--- src/rtl/fetch_stage_pkg.sv ---
// Shared fetch-stage constants, IF/ID bundle type and alignment helper.
// Imported by the fetch_stage interface, sub-module and top.
package fetch_stage_pkg;

    localparam logic [31:0] INSTRUCTION_LEN = 32'd4;
    localparam logic [31:0] WORD_ALIGN_MASK = 32'hFFFF_FFFC;
    localparam logic [31:0] NOP_ENC         = 32'h0000_0000;

    typedef struct packed {
        logic [31:0] pc;
        logic [31:0] inst;
        logic        valid;
    } if_id_t;

    function automatic logic [31:0] word_align(input logic [31:0] addr);
        return addr & WORD_ALIGN_MASK;
    endfunction

endpackage

--- src/rtl/fetch_stage_if.sv ---
// Instruction-memory port: word address and read strobe out, word back.
// master = fetch side, slave = memory side.
interface fetch_stage_if;
    import fetch_stage_pkg::*;

    logic [31:0] inst_address;
    logic        inst_mem_read;
    logic [31:0] inst_data;

    modport master (
        output inst_address,
        output inst_mem_read,
        input  inst_data
    );

    modport slave (
        input  inst_address,
        input  inst_mem_read,
        output inst_data
    );

endinterface

--- src/rtl/fetch_stage_pc_register.sv ---
// Program counter: 32-bit register with sync active-high reset and load enable.
module pc_register
    import fetch_stage_pkg::*;
#(
    parameter logic [31:0] RESET_VAL = 32'h0000_0000
) (
    input  logic        clk,
    input  logic        rst,
    input  logic        load,
    input  logic [31:0] d,
    output logic [31:0] q
);

    always_ff @(posedge clk) begin
        if (rst)
            q <= RESET_VAL;
        else if (load)
            q <= d;
    end

endmodule

--- src/rtl/fetch_stage.sv ---
// IF stage: owns PC, drives instruction memory, fills the IF/ID register.
// Optional perf counters under `ifdef FETCH_PERF_CNT_EN.
module fetch_stage
    import fetch_stage_pkg::*;
#(
    parameter logic [31:0] RESET_PC = 32'h0000_0000,
    parameter logic [31:0] NOP_WORD = NOP_ENC
) (
    input  logic          clk,
    input  logic          rst,
    input  logic          freeze,
    input  logic          branch_taken,
    input  logic [31:0]   branch_address,
    fetch_stage_if.master imem,
    output logic [31:0]   if_id_pc,
    output logic [31:0]   if_id_inst,
`ifdef FETCH_PERF_CNT_EN
    output logic [31:0]   fetch_count,
    output logic [31:0]   flush_count,
`endif
    output logic          if_id_valid
);

    logic [31:0] pc;
    logic [31:0] pc_plus4;
    logic [31:0] pc_next;
    logic        pc_load;
    if_id_t      if_id_q;

    localparam if_id_t BUBBLE = '{pc: 32'h0, inst: NOP_WORD, valid: 1'b0};

    assign pc_plus4 = pc + INSTRUCTION_LEN;

    // A redirect wins over a hazard freeze.
    always_comb begin
        pc_next = pc_plus4;
        pc_load = 1'b1;
        priority case (1'b1)
            branch_taken: pc_next = word_align(branch_address);
            freeze:       pc_load = 1'b0;
            default:      ;
        endcase
    end

    pc_register #(
        .RESET_VAL(RESET_PC)
    ) u_pc (
        .clk  (clk),
        .rst  (rst),
        .load (pc_load),
        .d    (pc_next),
        .q    (pc)
    );

    always_ff @(posedge clk) begin
        if (rst)
            if_id_q <= BUBBLE;
        else if (branch_taken)
            if_id_q <= BUBBLE;
        else if (!freeze)
            if_id_q <= '{pc: pc_plus4, inst: imem.inst_data, valid: 1'b1};
    end

`ifdef FETCH_PERF_CNT_EN
    always_ff @(posedge clk) begin
        if (rst) begin
            fetch_count <= 32'h0;
            flush_count <= 32'h0;
        end else if (branch_taken) begin
            flush_count <= flush_count + 32'd1;
        end else if (!freeze) begin
            fetch_count <= fetch_count + 32'd1;
        end
    end
`endif

    assign imem.inst_address  = pc;
    assign imem.inst_mem_read = ~rst;

    assign if_id_pc    = if_id_q.pc;
    assign if_id_inst  = if_id_q.inst;
    assign if_id_valid = if_id_q.valid;

endmodule

--- src/flat_wrapper.sv ---
// flat-port wrapper written by rule: the top's interface ports become plain ports
module fetch_stage_flat import fetch_stage_pkg::*;
#(
    parameter logic [31:0] RESET_PC = 32'h0000_0000,
    parameter logic [31:0] NOP_WORD = NOP_ENC
)
  (clk, rst, freeze, branch_taken, branch_address, if_id_pc, if_id_inst, if_id_valid, imem_inst_address, imem_inst_mem_read, imem_inst_data);
  fetch_stage_if imem_i ();
  input  logic clk;
  input  logic rst;
  input  logic freeze;
  input  logic branch_taken;
  input  logic [31:0] branch_address;
  output logic [31:0] if_id_pc;
  output logic [31:0] if_id_inst;
  output logic if_id_valid;
  output wire logic [$bits(imem_i.inst_address)-1:0] imem_inst_address;
  output wire logic [$bits(imem_i.inst_mem_read)-1:0] imem_inst_mem_read;
  input wire logic [$bits(imem_i.inst_data)-1:0] imem_inst_data;
  assign imem_inst_address = imem_i.inst_address;
  assign imem_inst_mem_read = imem_i.inst_mem_read;
  assign imem_i.inst_data = imem_inst_data;
  fetch_stage #(.RESET_PC(RESET_PC), .NOP_WORD(NOP_WORD)) u_core (.clk(clk), .rst(rst), .freeze(freeze), .branch_taken(branch_taken), .branch_address(branch_address), .imem(imem_i), .if_id_pc(if_id_pc), .if_id_inst(if_id_inst), .if_id_valid(if_id_valid));
endmodule
--- config.mk ---
export PLATFORM = sky130hd
export DESIGN_NAME = fetch_stage_flat
export DESIGN_NICKNAME = d
export VERILOG_FILES = /design/src/rtl/fetch_stage_pkg.sv /design/src/rtl/fetch_stage_if.sv /design/src/rtl/fetch_stage_pc_register.sv /design/src/rtl/fetch_stage.sv /design/src/flat_wrapper.sv
export SDC_FILE = /design/constraint.sdc
export NUM_CORES = 1
export LEC_CHECK = 0
export CAP_MARGIN = 20
export CORE_ASPECT_RATIO = 1.4
export CORE_MARGIN = 4
export CORE_UTILIZATION = 47
export DETAILED_ROUTE_END_ITERATION = 12
export PLACE_DENSITY = 0.92
export SLEW_MARGIN = 40
export SYNTH_ARGS = -nofsm -noshare
export SYNTH_HDL_FRONTEND = slang
export SYNTH_SLANG_ARGS = --single-unit
--- constraint.sdc ---
create_clock -name clk -period 4.4 [get_ports clk]
set_input_delay 1.1 -clock clk [delete_from_list [all_inputs] [get_ports clk]]
set_output_delay 1.1 -clock clk [all_outputs]
set_load 0.03 [all_outputs]
==> results.yml <==
outcome:
  status: "finished, final reports clean"
worst_hold_path:
  hold_class: "flop to flop"
  worstHoldPathCells: 2
  hp-start: "u_core.if_id_pc[4]$_SDFFE_PP0N_"
  hold_end: "u_core.if_id_pc[4]$_SDFFE_PP0N_"
floorplan:
  die_w_um: 88.3
  core_sq_mm: 0.00871
  num_rows: 40
  dieArea_sq_mm: 0.0106
  dieHeight_um: 120
  io_pins: 166
  initial_core_util: 0.488
placed_design:
  place_congestion: 0.852
  place_area_sq_mm: 0.00583
  portBuffers: 159
  hpwl_mm: 9.33
clock_tree:
  ctsHoldBuffers: 0
  numCtsBuffers: 9
  cts_tree: "yes"
  root_buffer: "clkbuf_16"
  path_clk_slew_ns: 0.06
  ctsResizeCount: 0
  post_cts_buffers: 0
  clock-sinks: 93
  h-tree-depth: 3
  clock_latency_ns: 0.34
  cts.path.max_buffers: 2
finish:
  drive_gt1_frac: 0.0555
  design_area_sq_mm: 0.00617
  layout-area-overhead-vs-synth_pct: 45.3
  antennaDiodeCount: 0
  nNetsFinal: 695
power_and_ir_drop:
  leakage_nw: 2.30
  power.share.sequential: 0.426
  irDropWorstVdd_mv: 0.296
  power_density_mw_per_mm2: 353
  switchingPower_uw: 574
  p_comb_frac: 0.161
  p_int_mw: 1.60
  swShare: 0.264
  clkPwrFrac: 0.413
yosys:
  ys_seq_area_frac: 0.438
  synthFlopType: "dfxtp_1"
  synth_cell_types: 39
  ys_warn_count: 0
  ys_top_cells_by_count: "dfxtp_1 (93), nor2_1 (83), mux2i_1 (41)"
  synth_area_per_cell_sq_um: 8.69
  async_flop_share: 0
  syn_area_sq_mm: 0.00425
  ys_ff_latch: 93
  synth_top_area_cell: "dfxtp_1"
  synthTopCellsByArea: "dfxtp_1 (44%), mux2i_1 (9.7%), nor2_1 (7.3%)"
  synthCells: 489
  synth_top_cell_area_share: 0.438
  synth_most_common_cell: "dfxtp_1"
  synth_edf_count: 0
critical_path:
  worstSetupStartpointType: "input pin"
  critPathKind: "input pin to primary output"
  end_kind: "primary output"
  crit_fanout: 4
  reg2reg_slack_ns: 1.97
  r2r_cells: 6
  cp.required_ns: 3.30
  r2r-start: "u_core.u_pc.q[2]$_SDFFE_PP0N_"
  cp_data_arrival_time_ns: 2.43
  r2r_end: "u_core.u_pc.q[30]$_SDFFE_PP0N_"
route:
  vias: 4033
  totalWireLength_mm: 13.0
  antenna_left: 0
  drt_iter0_markers: 220
  viasPerCell: 5.48
  drc: 0
  firstDrtPassIters: 4
  wl_per_cell_um: 17.7
timing:
  finalSetupTns_ns: 0
  fin_crit_sh: 0.801
  clock_skew_ns: 0.00628
  setup_viol: 0
  max_freq_mhz: 284
  grt_setup_unrepaired: "false"
  fin_crit_ns: 3.53
  maxSlewViolCount: 0
  tightest_slew_ns: 0.804
  relSlewSlack: 0.464
  holdWs_ns: 0.473
  hold_viol: 0
global_routing:
  grt_pass1_vias: 4331
  gr-usage-all-layers: 0.251
  antenna_found_initial: 0
  grt_pass1_wl_mm: 21.0
  overflow: 0
  grt_max_degree: 61
job:
  drv_cap: 0
cells by family (layout without fill, tap and decap cells):
logic type,count (synthesis),after routing,share of synthesized area
AND/OR/NAND/NOR,176,176,0.201
XOR/XNOR,50,50,0.103
adder cells (fa/ha/maj),1,1,0.00295
multiplexers,41,41,0.0966
flip-flops,93,93,0.438
other,1,4,0.000883
buffers and inverters,46,185,0.0498
AO/OA/AOI/OAI,81,81,0.107
cell usage in the layout (no fill, tap or decap), drive strengths merged, types with 2 or more instances in the layout:
cell | synthesis | routed
o21ai | 26 | 26
clkdlybuf4s50 | 0 | 158
nand4 | 11 | 11
nand2 | 28 | 28
nor2 | 83 | 83
conb | 1 | 4
a21oi | 36 | 36
clkinvlp | 0 | 3
nor3 | 17 | 17
clkbuf | 24 | 9
nor2b | 2 | 2
nor4 | 5 | 5
dfxtp | 93 | 93
xor2 | 16 | 16
or3 | 3 | 3
nand3 | 9 | 9
bufinv | 0 | 3
buf | 18 | 7
o21a | 3 | 3
xnor2 | 34 | 34
and3 | 7 | 7
inv | 4 | 5
o22ai | 4 | 4
mux2i | 41 | 41
a211oi | 9 | 9
and4 | 7 | 7
power groups by stage:
stage                     registers, mW  clock network (mW)  logic, mW
final                             0.928               0.899      0.350
after global routing              0.933               0.945      0.374
after CTS                         0.927               0.909      0.351
after detailed placement          0.945                   0      0.349
after global placement            0.942                   0      0.340
after floorplan                    1.00                   0      0.128
worst max-delay path by stage:
stage | slack (ns) | from | endpoint
floorplan | 1.98 | rst | imem_inst_mem_read
detailed placement | 0.90 | rst | imem_inst_mem_read
global placement | 0.89 | rst | imem_inst_mem_read
finish | 0.87 | rst | imem_inst_mem_read
global route | 0.82 | rst | imem_inst_mem_read
CTS | 0.89 | rst | imem_inst_mem_read
flip-flops by register name, indices dropped and copies added (netlist names):
register            count
u_core.if_id_pc        30
u_core.if_id_valid      1
u_core.u_pc.q          30
u_core.if_id_inst      32
critical path, stage by stage:
cell,delay (ns)
clkdlybuf4s50_1,0.42
inv_1,0.19
clkdlybuf4s50_1,0.71
per-stage QoR:
step           instances   util  power [mW]  worst slack, ns
6_report             736  0.709        2.18            0.874
5_1_grt              736  0.709        2.25            0.820
4_1_cts              736  0.709        2.19            0.886
3_5_place_dp         720  0.669        1.29            0.902
3_3_place_gp         720  0.669        1.28            0.885
2_1_floorplan        492      -        1.13             1.98
metal layers:
layer / track usage / part of all wire / vias up
li1: - / - / 1941
met1: 0.276 / 0.37 / 1864
met2: 0.430 / 0.51 / 208
met3: 0.0995 / 0.10 / 20
met4: 0.0888 / 0.020 / 0
met5: 0 / 0 / -
layout make-up:
class,instances,area [sq um]
Fill cell,642,2540
Multi-Input combinational cell,353,2190
Sequential cell,93,1860
Timing Repair Buffer,165,1630
Clock buffer,9,225
Tap cell,105,131
Clock inverter,7,121
Inverter,4,15.0
(Power assumes the default switching activity.)
